`src/rtl/arbitro_wrr.sv`:
```
`default_nettype none
// ============================================================================
// Module   : arbitro_wrr
// Brief    : Weighted round-robin pop/push scheduler for a 4-in/4-out FIFO switch.
//            Optional macro ARB_STALL_GLOBAL_EN: any almost_full stalls all pops
//            and holds the current turn with its credit intact.
// Revision : 1.0
// ============================================================================
module arbitro_wrr #(
  parameter int W0 = 4,
  parameter int W1 = 3,
  parameter int W2 = 2,
  parameter int W3 = 1
) (
  input  logic       clk,
  input  logic       reset_L,
  input  logic [3:0] fifo_empty,
  input  logic [3:0] almost_full,
  input  logic [7:0] dest_head,
  output logic [3:0] pop,
  output logic [3:0] push,
  output logic [1:0] dest_out,
  output logic [1:0] active
);

  typedef enum logic [0:0] {
    ST_IDLE  = 1'b0,
    ST_SERVE = 1'b1
  } state_t;

  localparam logic [3:0] C_W0 = 4'(W0);
  localparam logic [3:0] C_W1 = 4'(W1);
  localparam logic [3:0] C_W2 = 4'(W2);
  localparam logic [3:0] C_W3 = 4'(W3);

  state_t     r_state;
  state_t     w_state_nxt;
  logic [1:0] r_active;
  logic [1:0] w_active_nxt;
  logic [3:0] r_credit;
  logic [3:0] w_credit_nxt;
  logic [1:0] r_pop_dest;
  logic [1:0] w_head_dest;
  logic       w_elig;
  logic       w_hold;
  logic       w_fire;
  logic       w_idle_found;
  logic [1:0] w_idle_idx;
  logic       w_turn_found;
  logic [1:0] w_turn_idx;

  function automatic logic [3:0] f_weight(input logic [1:0] idx);
    case (idx)
      2'd0:    f_weight = C_W0;
      2'd1:    f_weight = C_W1;
      2'd2:    f_weight = C_W2;
      default: f_weight = C_W3;
    endcase
  endfunction

  function automatic logic [3:0] f_onehot(input logic [1:0] idx);
    f_onehot = 4'b0001 << idx;
  endfunction

  always_comb begin
    case (r_active)
      2'd0:    w_head_dest = dest_head[1:0];
      2'd1:    w_head_dest = dest_head[3:2];
      2'd2:    w_head_dest = dest_head[5:4];
      default: w_head_dest = dest_head[7:6];
    endcase
  end

  // Idle wake-up scans a, a+1, a+2, a+3; lowest offset wins.
  always_comb begin
    w_idle_found = 1'b0;
    w_idle_idx   = r_active;
    for (int k = 3; k >= 0; k--) begin
      if (!fifo_empty[r_active + 2'(k)]) begin
        w_idle_found = 1'b1;
        w_idle_idx   = r_active + 2'(k);
      end
    end
  end

  // End-of-turn scans a+1, a+2, a+3 and finally a itself (offset 4 wraps to 0).
  always_comb begin
    w_turn_found = 1'b0;
    w_turn_idx   = r_active;
    for (int k = 4; k >= 1; k--) begin
      if (!fifo_empty[r_active + 2'(k)]) begin
        w_turn_found = 1'b1;
        w_turn_idx   = r_active + 2'(k);
      end
    end
  end

`ifdef ARB_STALL_GLOBAL_EN
  assign w_hold = |almost_full;
  assign w_elig = !fifo_empty[r_active];
`else
  assign w_hold = 1'b0;
  assign w_elig = !fifo_empty[r_active] && !almost_full[w_head_dest];
`endif

  always_comb begin
    w_state_nxt  = r_state;
    w_active_nxt = r_active;
    w_credit_nxt = r_credit;
    w_fire       = 1'b0;
    case (r_state)
      ST_IDLE: begin
        if (w_idle_found) begin
          w_state_nxt  = ST_SERVE;
          w_active_nxt = w_idle_idx;
          w_credit_nxt = f_weight(w_idle_idx);
        end
      end
      ST_SERVE: begin
        if (!w_hold) begin
          w_fire = w_elig;
          // An ineligible source forfeits whatever credit it still had.
          if (!w_elig || (r_credit == 4'd1)) begin
            if (w_turn_found) begin
              w_active_nxt = w_turn_idx;
              w_credit_nxt = f_weight(w_turn_idx);
            end else begin
              w_state_nxt = ST_IDLE;
            end
          end else begin
            w_credit_nxt = r_credit - 4'd1;
          end
        end
      end
      default: w_state_nxt = ST_IDLE;
    endcase
  end

  always_ff @(posedge clk or negedge reset_L) begin
    if (!reset_L) begin
      r_state  <= ST_IDLE;
      r_active <= 2'd0;
      r_credit <= C_W0;
    end else begin
      r_state  <= w_state_nxt;
      r_active <= w_active_nxt;
      r_credit <= w_credit_nxt;
    end
  end

  // Pop stage captures the head dest so the push one cycle later routes it.
  always_ff @(posedge clk or negedge reset_L) begin
    if (!reset_L) begin
      pop        <= 4'b0000;
      push       <= 4'b0000;
      dest_out   <= 2'd0;
      r_pop_dest <= 2'd0;
    end else begin
      pop  <= w_fire ? f_onehot(r_active) : 4'b0000;
      push <= (|pop) ? f_onehot(r_pop_dest) : 4'b0000;
      if (w_fire) begin
        r_pop_dest <= w_head_dest;
      end
      if (|pop) begin
        dest_out <= r_pop_dest;
      end
    end
  end

  assign active = r_active;

endmodule
`default_nettype wire

```
`config.mk`:
```
export PLATFORM = sky130hd
export DESIGN_NAME = arbitro_wrr
export DESIGN_NICKNAME = d
export VERILOG_FILES = /design/src/rtl/arbitro_wrr.sv
export SDC_FILE = /design/constraint.sdc
export NUM_CORES = 1
export LEC_CHECK = 0
export ABC_AREA = 1
export CAP_MARGIN = 20
export CORE_MARGIN = 8
export CORE_UTILIZATION = 40
export CTS_CLUSTER_SIZE = 12
export DETAILED_ROUTE_END_ITERATION = 10
export PLACE_DENSITY = 0.73
export SYNTH_ARGS = -nofsm -noshare
export SYNTH_HDL_FRONTEND = slang
export SYNTH_SLANG_ARGS = --single-unit
```
`constraint.sdc`:
```
create_clock -name clk -period 2.1 [get_ports clk]
set_input_delay 0.21 -clock clk [delete_from_list [all_inputs] [get_ports clk]]
set_output_delay 0.21 -clock clk [all_outputs]
set_load 0.005 [all_outputs]
```
==> impl_metrics.json, run 1 <==
{
  "status": "finished, final reports clean",
  "critPathMaxFanout": 6,
  "drc": 0,
  "ys_ff_latch": 19,
  "die_w_um": 72.21,
  "postCtsHoldBufs": 0,
  "syn-cell-area_um2": 1264,
  "die_h_um": 72.21,
  "syn_inst": 175,
  "htree_levels": 1,
  "critPathKind": "reg2reg",
  "r2r_end": "r_credit[1]",
  "cp_top_family": "adder cells",
  "cts-buffers-inserted": 3,
  "vias": 1214,
  "worst_path_most_repeated_cell": "nand2_1",
  "syn_nets": 202,
  "r2r_slack_ns": 0.11,
  "p_leak_nw": 0.8871,
  "hp-class": "in2async",
  "wl_per_cell_um": 10.46,
  "fin_tns_setup_ns": 0,
  "finalCritPeriodShare_pct": 94.79,
  "areaGrowthSynthToFinish_pct": 38.12,
  "wirelength_mm": 2.709,
  "initial_utilization_pct": 41.74,
  "overflow": 0,
  "rows": 20,
  "fmax_mhz": 502.4,
  "post-route-util_pct": 57.64,
  "path_buf_inv": 2,
  "finClkSkew_ns": 0.005373,
  "slew_viol_final": 0,
  "cp_slowest_cell": "dfrtp_2",
  "synthDistinctLibCells": 20,
  "post-route-min-period_ns": 1.991,
  "crit_start": "active[0]",
  "power_w": 0.002991,
  "dpl-instance-area_um2": 1657,
  "grt_max_degree": 20,
  "yosysWarnings": 0,
  "worstSkewPairLatency_ns": 0.30,
  "clk_pin_slew_ns": 0.11,
  "cts_root_buf": "clkbuf_4",
  "mostFrequentLayoutCells": "49 x nand2_1, 29 x clkdlybuf4s50_1, 23 x inv_1",
  "portBuffers": 29,
  "hold_violations": 0,
  "vias_per_cell": 4.687,
  "slew_headroom_pct": 83.66,
  "fin_cells": 259,
  "worstPathArrival_ns": 2.18,
  "r2r_cells": 13,
  "drive_gt1_share_pct": 17.67,
  "insertedDiodeCount": 0,
  "dr.pass1.iters": 5,
  "antenna_found_initial": 0,
  "ir_worst_vdd_mv": 1.020,
  "clock_sinks": 19,
  "worst_slew_pin_slew_ns": 0.2429,
  "nNetsFinal": 243,
  "cp_cell_sequence": "inv_2 -> ha_4 -> inv_2 -> nand3_2 -> nand2_1 -> nand3_1 -> nand3_1 -> nand2_1 -> nand2_1 -> nand2_1 -> ha_1 -> a21oi_2 -> a21oi_1",
  "final_common_cell": "nand2_1",
  "drtAntennaViolNets": 0,
  "grt_usage_pct": 10.95,
  "first_iter_violations": 49,
  "fillers": 275,
  "cp-end-kind": "flip-flop",
  "powerDensity_nw_per_um2": 1713,
  "path_depth": 13,
  "cp.required_ns": 2.29,
  "worstReg2RegStart": "active[0]",
  "dp_hpwl_mm": 2.180,
  "grt_pass1_wl_mm": 4.705,
  "core_area_um2": 3028,
  "cts_buffer_depth": 2,
  "maxCapViolCount": 0,
  "seq_area_frac_synth_pct": 37.72,
  "io_pins": 30,
  "critPathCapture": "r_credit[1]",
  "stdcell_area_um2": 1745,
  "cts_tree": "yes",
  "grt_pass1_vias": 1124,
  "dp_cells": 254,
  "startpoint_type": "flip-flop",
  "setup_viol": 0,
  "gp_congestion": 0.8273,
  "die_area_um2": 5214,
  "avgSynthCellArea_um2": 7.221,
  "max_stage_delay_ns": 0.47
}
## worst min-delay path by stage
stage | start | endpoint | slack (ns) | cells after the start
after floorplan | reset_L | active[0] | -0.09 | 0
final | reset_L | pop[2] | 0.23 | 2
after detailed placement | r_pop_dest[1] | push[1] | 0.47 | 1
after global placement | r_pop_dest[0] | push[2] | 0.47 | 1
after CTS | reset_L | pop[2] | 0.23 | 2
after global routing | reset_L | pop[2] | 0.25 | 2
## stage by stage
stage,hold WS [ns],setup WS [ns]
after global routing,0.2501,-0.03946
after global placement,0.4696,0.08226
after detailed placement,0.4656,0.04888
after CTS,0.2252,0.01158
final,0.2304,0.1094
after floorplan,-0.08559,0.04691
## cells in the mapped netlist (all sizes together)
cell type,number,share of area [%]
inv,27,8.0
nor2,13,3.9
nand4,5,2.5
or2,1,0.50
nor3,4,2.5
ha,9,8.9
o31ai,1,0.59
nand3,21,8.3
dfstp,1,2.1
nor4,1,0.50
a21oi,8,3.5
o21ai,6,2.4
dfrtp,18,36
nand2,58,19
xnor2,2,1.4
## where the power goes
part	switching [W]	internal (W)
registers	0.000123	0.000525
clock network	0.000116	0.0000725
logic	0.00123	0.000923
total	0.00147	0.00152
## sequential cells by signal (all words and copies together) (netlist names)
signal      flops
active          2
dest_out        2
pop             4
push            4
r_credit        4
r_pop_dest      2
r_state         1
## routing by layer
| layer | part of all wire (%) | up-vias | track usage, % |
|---|---|---|---|
| li1 | - | 641 | - |
| met1 | 49 | 536 | 13.82 |
| met2 | 46 | 35 | 17.45 |
| met3 | 4.1 | 2 | 1.928 |
| met4 | 0.85 | 0 | 5.442 |
| met5 | 0 | - | 0 |
## logic make-up after synthesis
kind of cell    after synthesis  synth area share, %
flops                        19                37.72
xor+xnor                      2                1.386
buf+inv                      27                8.020
fa+ha+maj                     9                8.911
simple gates                103                37.53
compound gates               15                6.436
## what timing repair did
item / in CTS / in global routing
endpoints found under the setup margin: 0 / 12
resized for setup: 0 / 14
buffers inserted: 0 / 1
## area by class of cell
type	instances	area, um2	area share, %
Clock buffer	3	22.52	1.290
Tap cell	44	55.05	3.154
Multi-Input combinational cell	129	737.0	42.22
Timing Repair Buffer	36	342.8	19.64
Inverter	27	101.3	5.806
Clock inverter	1	7.507	0.4301
Sequential cell	19	479.2	27.46
Power figures use the tool's default switching activity.
==> inputs of run 2 (changes only) <==
--- a/config.mk
+++ b/config.mk
@@ -11,7 +11,7 @@
 export CORE_UTILIZATION = 40
 export CTS_CLUSTER_SIZE = 12
 export DETAILED_ROUTE_END_ITERATION = 10
-export PLACE_DENSITY = 0.73
+export PLACE_DENSITY = 0.69
 export SYNTH_ARGS = -nofsm -noshare
 export SYNTH_HDL_FRONTEND = slang
 export SYNTH_SLANG_ARGS = --single-unit
==> run 2 against run 1 <==
Sequential power is essentially flat. Clock-buffer cell count did not move. Critical endpoint unchanged. Critical path depth unchanged.
==> impl_metrics.json, run 2 (synthesis results as in run 1) <==
{
  "place_ws_ns": 0.006347,
  "drtAntennaViolNets": 0,
  "wirelength_mm": 3.121,
  "cp-end-kind": "flip-flop",
  "hold_violations": 0,
  "first_iter_violations": 50,
  "clk_pin_slew_ns": 0.11,
  "setup_viol": 0,
  "grt_max_degree": 12,
  "finClkSkew_ns": 0.003970,
  "fillers": 267,
  "finalCritPeriodShare_pct": 95.20,
  "worstSkewPairLatency_ns": 0.30,
  "clock_sinks": 19,
  "post-route-min-period_ns": 1.999,
  "portBuffers": 29,
  "grt_pass1_wl_mm": 5.188,
  "areaGrowthSynthToFinish_pct": 38.42,
  "dp_hpwl_mm": 2.522,
  "core_area_um2": 3028,
  "dpl-instance-area_um2": 1664,
  "grt_pass1_vias": 1258,
  "gp_congestion": 0.8483,
  "initial_utilization_pct": 41.74,
  "final_common_cell": "nand2_1",
  "antenna_found_initial": 0,
  "p_leak_nw": 0.8985,
  "fin_tns_setup_ns": 0,
  "worst_slew_pin_slew_ns": 0.4158,
  "cts-buffers-inserted": 3,
  "drive_gt1_share_pct": 16.97,
  "slew_viol_final": 0,
  "cts_root_buf": "clkbuf_4",
  "vias_per_cell": 4.878,
  "die_h_um": 72.21,
  "stdcell_area_um2": 1749,
  "wl_per_cell_um": 11.91,
  "rows": 20,
  "nNetsFinal": 246,
  "status": "finished, final reports clean",
  "drc": 0,
  "rsz0062_at_grt": "true",
  "mostFrequentLayoutCells": "49 x nand2_1, 29 x clkdlybuf4s50_1, 23 x inv_1",
  "die_area_um2": 5214,
  "r2r_cells": 13,
  "powerDensity_nw_per_um2": 1729,
  "grt_usage_pct": 12.36,
  "top_regs": "pop (4), push (4), r_credit (4)",
  "critPathKind": "reg2reg",
  "overflow": 0,
  "fin_ws_ns": 0.1009,
  "htree_levels": 1,
  "vias": 1278,
  "io_pins": 30,
  "dr.pass1.iters": 6,
  "slew_headroom_pct": 72.19,
  "critPathMaxFanout": 5,
  "worstPathArrival_ns": 2.19,
  "cts_tree": "yes",
  "cts_buffer_depth": 2,
  "hp-class": "in2async",
  "ir_worst_vdd_mv": 0.9645,
  "cp.required_ns": 2.29,
  "fmax_mhz": 500.2,
  "startpoint_type": "flip-flop",
  "maxCapViolCount": 0,
  "insertedDiodeCount": 0,
  "die_w_um": 72.21,
  "postCtsHoldBufs": 0
}
==> run 2: repair_timing <==
action	CTS	global route
gates resized for setup	1	9
setup buffers	2	1
endpoints found under the setup margin	1	10
==> run 2: path summary, 6_finish.rpt <==
| check | from | end | slack, ns |
|---|---|---|---|
| max | active[1] | r_credit[1] | 0.10 |
| min | reset_L | pop[0] | 0.20 |
| max reg2reg | active[1] | r_credit[1] | 0.10 |
| min reg2reg | r_pop_dest[1] | push[0] | 0.49 |
| max in group asynchronous | reset_L | r_credit[2] | 1.32 |
| min in group clk | r_pop_dest[1] | push[0] | 0.49 |
==> run 2: layer usage <==
| layer | wire length (um) | GRT usage, % | vias up |
|---|---|---|---|
| li1 | - | - | 648 |
| met4 | 51 | 5.896 | 0 |
| met2 | 1601 | 22.37 | 34 |
| met3 | 152 | 2.617 | 4 |
| met5 | 0 | 0 | - |
| met1 | 1315 | 13.24 | 592 |
==> run 2: report_power, final <==
part / total (W) / switching, W / internal [W]
registers: 0.000646 / 0.000121 / 0.000525
clock network: 0.000184 / 0.000113 / 0.0000709
logic: 0.00219 / 0.00126 / 0.000934
total: 0.00302 / 0.00149 / 0.00153
==> run 2: area by class of cell <==
cell class                      instances  area [um2]  share of cell area (%)
Sequential cell                        19       479.2                   27.40
Inverter                               27       103.9                   5.937
Clock inverter                          1       5.005                  0.2861
Timing Repair Buffer                   39       365.4                   20.89
Clock buffer                            3       22.52                   1.288
Multi-Input combinational cell        129       718.2                   41.06
Tap cell                               44       55.05                   3.147
==> run 2: worst max-delay path, stage by stage (launching register included) <==
cell,delay (ns)
dfrtp_2,0.46
inv_2,0.10
ha_4,0.21
inv_2,0.06
nand3_2,0.10
nand2_2,0.10
inv_1,0.06
nand2_1,0.06
nand2_1,0.06
nand3_1,0.08
nand2_1,0.06
ha_1,0.31
a21oi_1,0.15
a21oi_1,0.08
==> run 2: through the flow <==
step	std cells	total power, W	hold slack [ns]	util [%]
3_3_place_gp	255	0.002613	0.4675	54.96
4_1_cts	261	0.002916	0.2056	56.36
2_1_floorplan	175	0.002046	-0.08559	-
5_1_grt	262	0.003376	0.2178	57.77
6_report	262	0.003025	0.1979	57.77
3_5_place_dp	255	0.002688	0.4709	54.96
